`config.mk`:
```
export PLATFORM = sky130hd
export DESIGN_NAME = instr_fetch_queue
export DESIGN_NICKNAME = d
export VERILOG_FILES = /design/src/rtl/instr_fetch_queue.sv
export SDC_FILE = /design/constraint.sdc
export NUM_CORES = 1
export LEC_CHECK = 0
export BUFFER_PORTS_ARGS = -buffer_cell sky130_fd_sc_hd__buf_2
export CORE_AREA = 3 3 178 180
export CTS_CLUSTER_DIAMETER = 40
export CTS_CLUSTER_SIZE = 25
export DETAILED_ROUTE_END_ITERATION = 7
export DIE_AREA = 0 0 181 183
export PLACE_DENSITY = 0.67
export SYNTH_ARGS = -nofsm -noshare
export SYNTH_HDL_FRONTEND = slang
export SYNTH_SLANG_ARGS = --single-unit
```
`constraint.sdc`:
```
create_clock -name clk -period 13.77 [get_ports clk]
set_clock_uncertainty 0.1 [all_clocks]
set_input_delay 2.754 -clock clk [delete_from_list [all_inputs] [get_ports clk]]
set_output_delay 2.754 -clock clk [all_outputs]
set_load 0.02 [all_outputs]
```
`src/rtl/instr_fetch_queue.sv`:
```
// Fetch stage: owns the PC, issues word fetches to a 1-cycle instruction
// memory, buffers returned words with their PCs in a small FIFO and hands
// them to decode through a valid/ready handshake. A taken branch/jump from
// EX flushes every piece of wrong-path state in the cycle it is signalled.
module instr_fetch_queue #(
    parameter logic [31:0] RESET_PC = 32'h0000_0000,
    parameter int          DEPTH    = 4
) (
    input  logic                       clk,
    input  logic                       reset,
    output logic                       ImemReq,
    output logic [31:0]                ImemAddr,
    input  logic                       ImemRvalid,
    input  logic [31:0]                ImemRdata,
    input  logic                       PCSrcE,
    input  logic [31:0]                PCTargetE,
    output logic                       ValidD,
    input  logic                       ReadyD,
    output logic [31:0]                InstrD,
    output logic [31:0]                PCD,
    output logic [31:0]                PCPlus4D,
    output logic [$clog2(DEPTH):0]     QCount
);

    localparam int PW = $clog2(DEPTH);
    localparam int CW = PW + 1;
    localparam logic [31:0] NOP = 32'h0000_0013;

    logic [31:0]   pcf_q, pcf_d;
    logic [31:0]   resp_pc_q, resp_pc_d;
    logic          inflight_q, inflight_d;
    logic [PW-1:0] wr_ptr_q, wr_ptr_d;
    logic [PW-1:0] rd_ptr_q, rd_ptr_d;
    logic [CW-1:0] count_q, count_d;
    logic [31:0]   instr_mem_q [DEPTH];
    logic [31:0]   pc_mem_q    [DEPTH];

    logic          pop, push;
    logic [CW:0]   occ_next;

    // Handshake and request decision; a request is only made if its response
    // is guaranteed a free slot, so the FIFO can never overflow.
    always_comb begin
        ValidD   = (count_q != '0) & ~PCSrcE & ~reset;
        pop      = ValidD & ReadyD;
        push     = ImemRvalid & ~PCSrcE & ~reset;
        occ_next = {1'b0, count_q} + {{CW{1'b0}}, inflight_q} - {{CW{1'b0}}, pop};
        ImemReq  = ~reset & ~PCSrcE & (occ_next < (CW+1)'(DEPTH));
        ImemAddr = pcf_q;
    end

    // Head-of-queue presentation; idle outputs look like a NOP at PC 0.
    always_comb begin
        InstrD   = ValidD ? instr_mem_q[rd_ptr_q] : NOP;
        PCD      = ValidD ? pc_mem_q[rd_ptr_q] : 32'h0;
        PCPlus4D = PCD + 32'd4;
        QCount   = count_q;
    end

    // Next-state for PC, pointers and occupancy; redirect discards everything.
    always_comb begin
        pcf_d      = pcf_q;
        resp_pc_d  = resp_pc_q;
        inflight_d = ImemReq;
        wr_ptr_d   = wr_ptr_q;
        rd_ptr_d   = rd_ptr_q;
        count_d    = count_q;
        if (PCSrcE) begin
            pcf_d    = {PCTargetE[31:2], 2'b00};
            wr_ptr_d = '0;
            rd_ptr_d = '0;
            count_d  = '0;
        end else begin
            if (ImemReq) begin
                pcf_d     = pcf_q + 32'd4;
                resp_pc_d = pcf_q;
            end
            if (push) wr_ptr_d = wr_ptr_q + 1'b1;
            if (pop)  rd_ptr_d = rd_ptr_q + 1'b1;
            case ({push, pop})
                2'b10:   count_d = count_q + 1'b1;
                2'b01:   count_d = count_q - 1'b1;
                default: count_d = count_q;
            endcase
        end
    end

    // Control state register; reset overrides a simultaneous redirect.
    always_ff @(posedge clk) begin
        if (reset) begin
            pcf_q      <= RESET_PC;
            resp_pc_q  <= 32'h0;
            inflight_q <= 1'b0;
            wr_ptr_q   <= '0;
            rd_ptr_q   <= '0;
            count_q    <= '0;
        end else begin
            pcf_q      <= pcf_d;
            resp_pc_q  <= resp_pc_d;
            inflight_q <= inflight_d;
            wr_ptr_q   <= wr_ptr_d;
            rd_ptr_q   <= rd_ptr_d;
            count_q    <= count_d;
        end
    end

    // Entry storage; contents are don't-care until pushed, so no reset.
    always_ff @(posedge clk) begin
        if (push) begin
            instr_mem_q[wr_ptr_q] <= ImemRdata;
            pc_mem_q[wr_ptr_q]    <= resp_pc_q;
        end
    end

endmodule

```
==> impl_metrics.toml, run 1 <==
[critical_path]
crit_type = "in -> out"
critPathLaunchType = "input pin"
path_max_fanout = 72
r2r-start = "QCount[2]"
cp.arrival_ns = 6.41
regToRegEndpoint = "ImemAddr[8]"
r2r_slack_ns = 9.80
required_ns = 10.92
reg2reg_depth = 12
worstSetupEndpointType = "primary output"

[synth]
synth_top_area_share_pct = 55.2
synth_edf_count = 248
synth.area.top_cells = "edfxtp_1, dfxtp_1, mux4_2, and3_1, nand2_1"
synth_top_area_cell = "edfxtp_1"
ys_warn_count = 0
seq_area_frac_synth_pct = 65.6
async_flop_share_pct = 0
ys_seq_elements = 318
synth_area_um2 = 13500
synth_ff_type = "edfxtp_1"
avgSynthCellArea_um2 = 14.7
synth_cell_types = 59
synthCells = 919

[clocking]
cts_resized = 0
postCtsSetupBuffers = 0
clkLatencyLatePin_ns = 0.52
htree_levels = 2
clock-sinks = 318
cts_tree = "built"
cts_max_path_buffers = 3
cts_buffers = 37
postCtsHoldBufs = 0
cts-root-buf = "clkbuf_16"
clk_pin_slew_worst_paths_ns = 0.07

[timing]
rsz0062_at_grt = "no"
hold_violations = 0
clock.fmax_mhz = 108
worst_pin_slew_ns = 1.02
maxSlewViolCount = 0
tns_ns = 0
min_period_ns = 9.27
timing.hold.ws_ns = 0.392
layout_setup_ws_ns = 4.50
setup_violations = 0
max_slew_margin_pct = 31.6
finalCritPeriodShare_pct = 67.3

[finish]
final_cells = 1531
syn2layout_area_growth_pct = 19.5
final_util_pct = 53.1
fin_nets = 1187
fin_area_um2 = 16100
seqCellArea_um2 = 8850
multiInputGateArea_um2 = 4290
n_antenna_cell = 0
mostFrequentLayoutCells = "edfxtp_1, buf_2, nand2_1, dfxtp_1, and3_1"
final_common_cell = "edfxtp_1"
drive_above_1_share_pct = 31.4
final.fill_count = 2529

[placement]
placed_cells = 1464
pre_cts_slack_ns = 4.59
portBuffers = 193
hpwl_mm = 20.1
place.gp.congestion = 0.813
post_dp_cell_area_um2 = 14800

[power_and_ir_drop]
p_sw_mw = 0.493
pwr-share-seq_pct = 49.5
power_mw = 2.15
leakage_nw = 6.03
pwr-share-comb_pct = 3.7
pwr_density_cell_nw_per_um2 = 133
internal-power_mw = 1.66
clkPwrFrac_pct = 46.7
sw_frac_of_total_pct = 22.9
vdd_drop_max_uv = 101

[drt]
via_count = 8612
wl_mm = 31.9
ant_nets = 0
drtIter0Drc = 751
vias_per_cell = 5.63
post_drt_wl_per_cell_um = 20.8
first_pass_iters = 5
drc = 0

[grt]
antenna_found_initial = 0
overflow = 0
grtUsageTotal_pct = 18.9
grt_pass1_wl_mm = 49.5
grt_max_degree = 73
grt_pass1_vias = 8502

[min_path]
min_from = "resp_pc_q[20]"
hold_end = "pc_mem_q[1][20]"
hp-class = "reg -> reg"
hold_depth = 0

[floorplan]
die_h_um = 183
die-area_um2 = 33100
row_count = 64
coreArea_um2 = 30300
die_w_um = 181
num_io_pins = 202
initial_core_util_pct = 44.4

[status]
outcome = "finished clean"

[run]
drv_cap = 0
[state kept, by name, summed over array words and instances, names as in the netlist, named ones only]
signal,flops
ImemAddr,30
wr_ptr_q,2
inflight_q,1
instr_mem_q,128
pc_mem_q,120
resp_pc_q,30
rd_ptr_q,2
QCount,3
[worst max-delay path, stage by stage]
cell	delay (ns)
buf_2	0.09
buf_4	0.30
nor2_4	0.17
buf_4	0.55
nand3_1	0.51
inv_1	0.19
ha_1	0.22
nand4_1	0.16
nor3_2	0.62
nand4_1	0.23
xnor2_1	0.31
buf_2	0.23
[cell usage after synthesis (9+ instances only)]
| library cell | number |
|---|---|
| o21ai_0 | 14 |
| nand2_1 | 83 |
| a311oi_1 | 22 |
| inv_1 | 23 |
| edfxtp_1 | 248 |
| and4_1 | 9 |
| buf_2 | 11 |
| mux4_2 | 62 |
| dfxtp_1 | 70 |
| nand3_1 | 22 |
| o31ai_1 | 11 |
| xnor2_1 | 26 |
| a21oi_1 | 32 |
| ha_1 | 10 |
| or3_1 | 14 |
| nand4_1 | 21 |
| or4_1 | 9 |
| nor2_1 | 41 |
| and3_1 | 67 |
| xor2_1 | 10 |
| clkbuf_1 | 38 |
[kinds of logic (layout without fill, tap and decap cells)]
kind of cell               Yosys count  count (layout)  synth area share, %
DFF                                318             318                 65.6
muxes                               63              63                 10.4
xor gates and xnor gates            36              36                 2.34
other                                1               6               0.0278
buffers and inverters               87             298                 2.94
AOI/OAI and AO/OA                  100             100                 5.04
adders and majority gates           11              11                 1.08
and+or+nand+nor                    303             303                 12.5
[power by group through the flow]
stage	Sequential (mW)	Clock, mW	Combinational [mW]
finish	1.06	1.00	0.0798
global route	1.07	1.07	0.0878
CTS	1.06	1.03	0.0804
detailed placement	1.08	0	0.0800
global placement	1.08	0	0.0780
floorplan	1.09	0	0.0410
[cell type report]
type,instances,area share (%)
repair buffers,205,6.55
flip-flops and latches,318,55.0
multi-input cells,519,26.6
inverters,26,0.606
well taps,396,3.08
clock buffers,40,6.08
clock inverters,27,2.09
[worst max path at each step]
stage / start / to / slack [ns]
floorplan: reset / PCPlus4D[28] / 5.36
global placement: reset / PCPlus4D[24] / 4.62
detailed placement: reset / PCPlus4D[30] / 4.59
CTS: reset / PCPlus4D[24] / 4.55
global route: reset / PCPlus4D[24] / 4.19
finish: reset / PCPlus4D[24] / 4.50
[metal layers]
| layer | wire (um) | share of wire, % | up-vias | GRT usage, % |
|---|---|---|---|---|
| li1 | - | - | 3979 | - |
| met1 | 14200 | 44 | 4209 | 28.0 |
| met2 | 14400 | 45 | 379 | 29.0 |
| met3 | 2780 | 8.7 | 45 | 4.11 |
| met4 | 566 | 1.8 | 0 | 4.60 |
| met5 | 0 | 0 | - | 0 |
(Power assumes the default switching activity.)
==> inputs of run 2 (changes only) <==
clock period = 9.45 ns   (was 13.77 ns; I/O delays follow)
==> impl_metrics.toml, run 2 (same netlist as run 1, synthesis figures left out) <==
[grt]
overflow = 0
grt_pass1_vias = 8613
grt_max_degree = 62
grt_pass1_wl_mm = 49.3
grtUsageTotal_pct = 18.8
antenna_found_initial = 2

[placement]
portBuffers = 193
placed_cells = 1464
post_dp_cell_area_um2 = 14800
hpwl_mm = 20.6
place.gp.congestion = 0.793

[finish]
syn2layout_area_growth_pct = 20.3
seqCellArea_um2 = 8850
fin_nets = 1190
final_cells = 1537
largest_reg_flops = 128
reg_top3 = "instr_mem_q (128), pc_mem_q (120)"
multiInputGateArea_um2 = 4290
mostFrequentLayoutCells = "edfxtp_1, buf_2, nand2_1, dfxtp_1, and3_1"
top_register = "instr_mem_q"
fin_area_um2 = 16200
final.fill_count = 2535
drive_above_1_share_pct = 31.4
final_common_cell = "edfxtp_1"

[critical_path]
required_ns = 7.46
critPathLaunchType = "input pin"
crit_type = "in -> out"
cp.arrival_ns = 5.32
worstSetupEndpointType = "primary output"
path_max_fanout = 57

[min_path]
hp-class = "reg -> reg"

[clocking]
clk_pin_slew_worst_paths_ns = 0.07
cts_buffers = 40
cts_resized = 0
cts-root-buf = "clkbuf_16"
htree_levels = 2
cts_tree = "built"
cts_max_path_buffers = 3
postCtsHoldBufs = 0
postCtsSetupBuffers = 0
clock-sinks = 318
clkLatencyLatePin_ns = 0.52

[timing]
tns_ns = 0
min_period_ns = 7.31
max_slew_margin_pct = 27.3
rsz0062_at_grt = "no"
timing.hold.ws_ns = 0.400
finalCritPeriodShare_pct = 77.4
hold_violations = 0
setup_violations = 0
clock.fmax_mhz = 137
worst_pin_slew_ns = 1.09
maxSlewViolCount = 0

[floorplan]
row_count = 64
die-area_um2 = 33100
initial_core_util_pct = 44.4
die_w_um = 181
die_h_um = 183
coreArea_um2 = 30300
num_io_pins = 202

[drt]
first_pass_iters = 5
vias_per_cell = 5.70
ant_nets = 0
post_drt_wl_per_cell_um = 20.8
wl_mm = 32.0
via_count = 8754
drc = 0
drtIter0Drc = 710

[power_and_ir_drop]
vdd_drop_max_uv = 111
pwr_density_cell_nw_per_um2 = 199
leakage_nw = 6.08

[status]
outcome = "finished clean"

[run]
drv_cap = 0
[run 2: cell count changes in the layout (fill, tap and decap cells not counted), moves of 2 or more]
cell,change
clkbuf_16,+3
clkinv_4,+2
clkinv_1,+3
inv_8,-2
clkinv_8,-3
[run 2: routing by layer]
layer | track usage [%] | wire, um | vias up
met2 | 28.7 | 14400 | 428
met5 | 0 | 7 | -
met1 | 27.9 | 14100 | 4313
met3 | 4.15 | 2980 | 40
met4 | 4.51 | 493 | 2
li1 | - | - | 3971
[run 2: critical path, stage by stage]
cell and delay [ns]:
buf_2 0.44, nor2_4 0.23, buf_4 0.38, nand3_1 0.41, inv_1 0.18, ha_1 0.22, nand4_1 0.18, nor3_2 0.59
nand4_1 0.25, xnor2_1 0.31, buf_2 0.22
[run 2: stage by stage]
step / setup slack, ns / utilization, % / power, mW
after global routing: 1.87 / 53.4 / 3.33
after floorplan: 2.77 / - / 1.64
final: 2.14 / 53.4 / 3.23
after CTS: 2.16 / 53.4 / 3.25
after detailed placement: 2.16 / 48.8 / 1.70
after global placement: 2.22 / 48.8 / 1.69
[run 2: worst paths after layout]
| check | slack, ns | cells past startpoint | from | to |
|---|---|---|---|---|
| max | 2.14 | 11 | reset | PCPlus4D[24] |
| min | 0.40 | 0 | resp_pc_q[12] | pc_mem_q[0][12] |
| max reg2reg | 5.16 | 10 | QCount[2] | ImemAddr[28] |
| min reg2reg | 0.40 | 0 | resp_pc_q[12] | pc_mem_q[0][12] |
[run 2: cell type report]
type	count	share of cell area [%]
sequential	318	54.6
clock buffer	43	6.51
antenna	1	0.0154
tap	396	3.06
clock inverter	29	2.20
inverter	26	0.602
multi-input combinational	519	26.5
timing repair buffer	205	6.51
[run 2: report_power, final]
group          internal (mW)  leakage [nW]  switching, mW
logic                 0.0405          2.40         0.0756
registers               1.53          3.00         0.0259
clock network          0.928         0.681          0.630
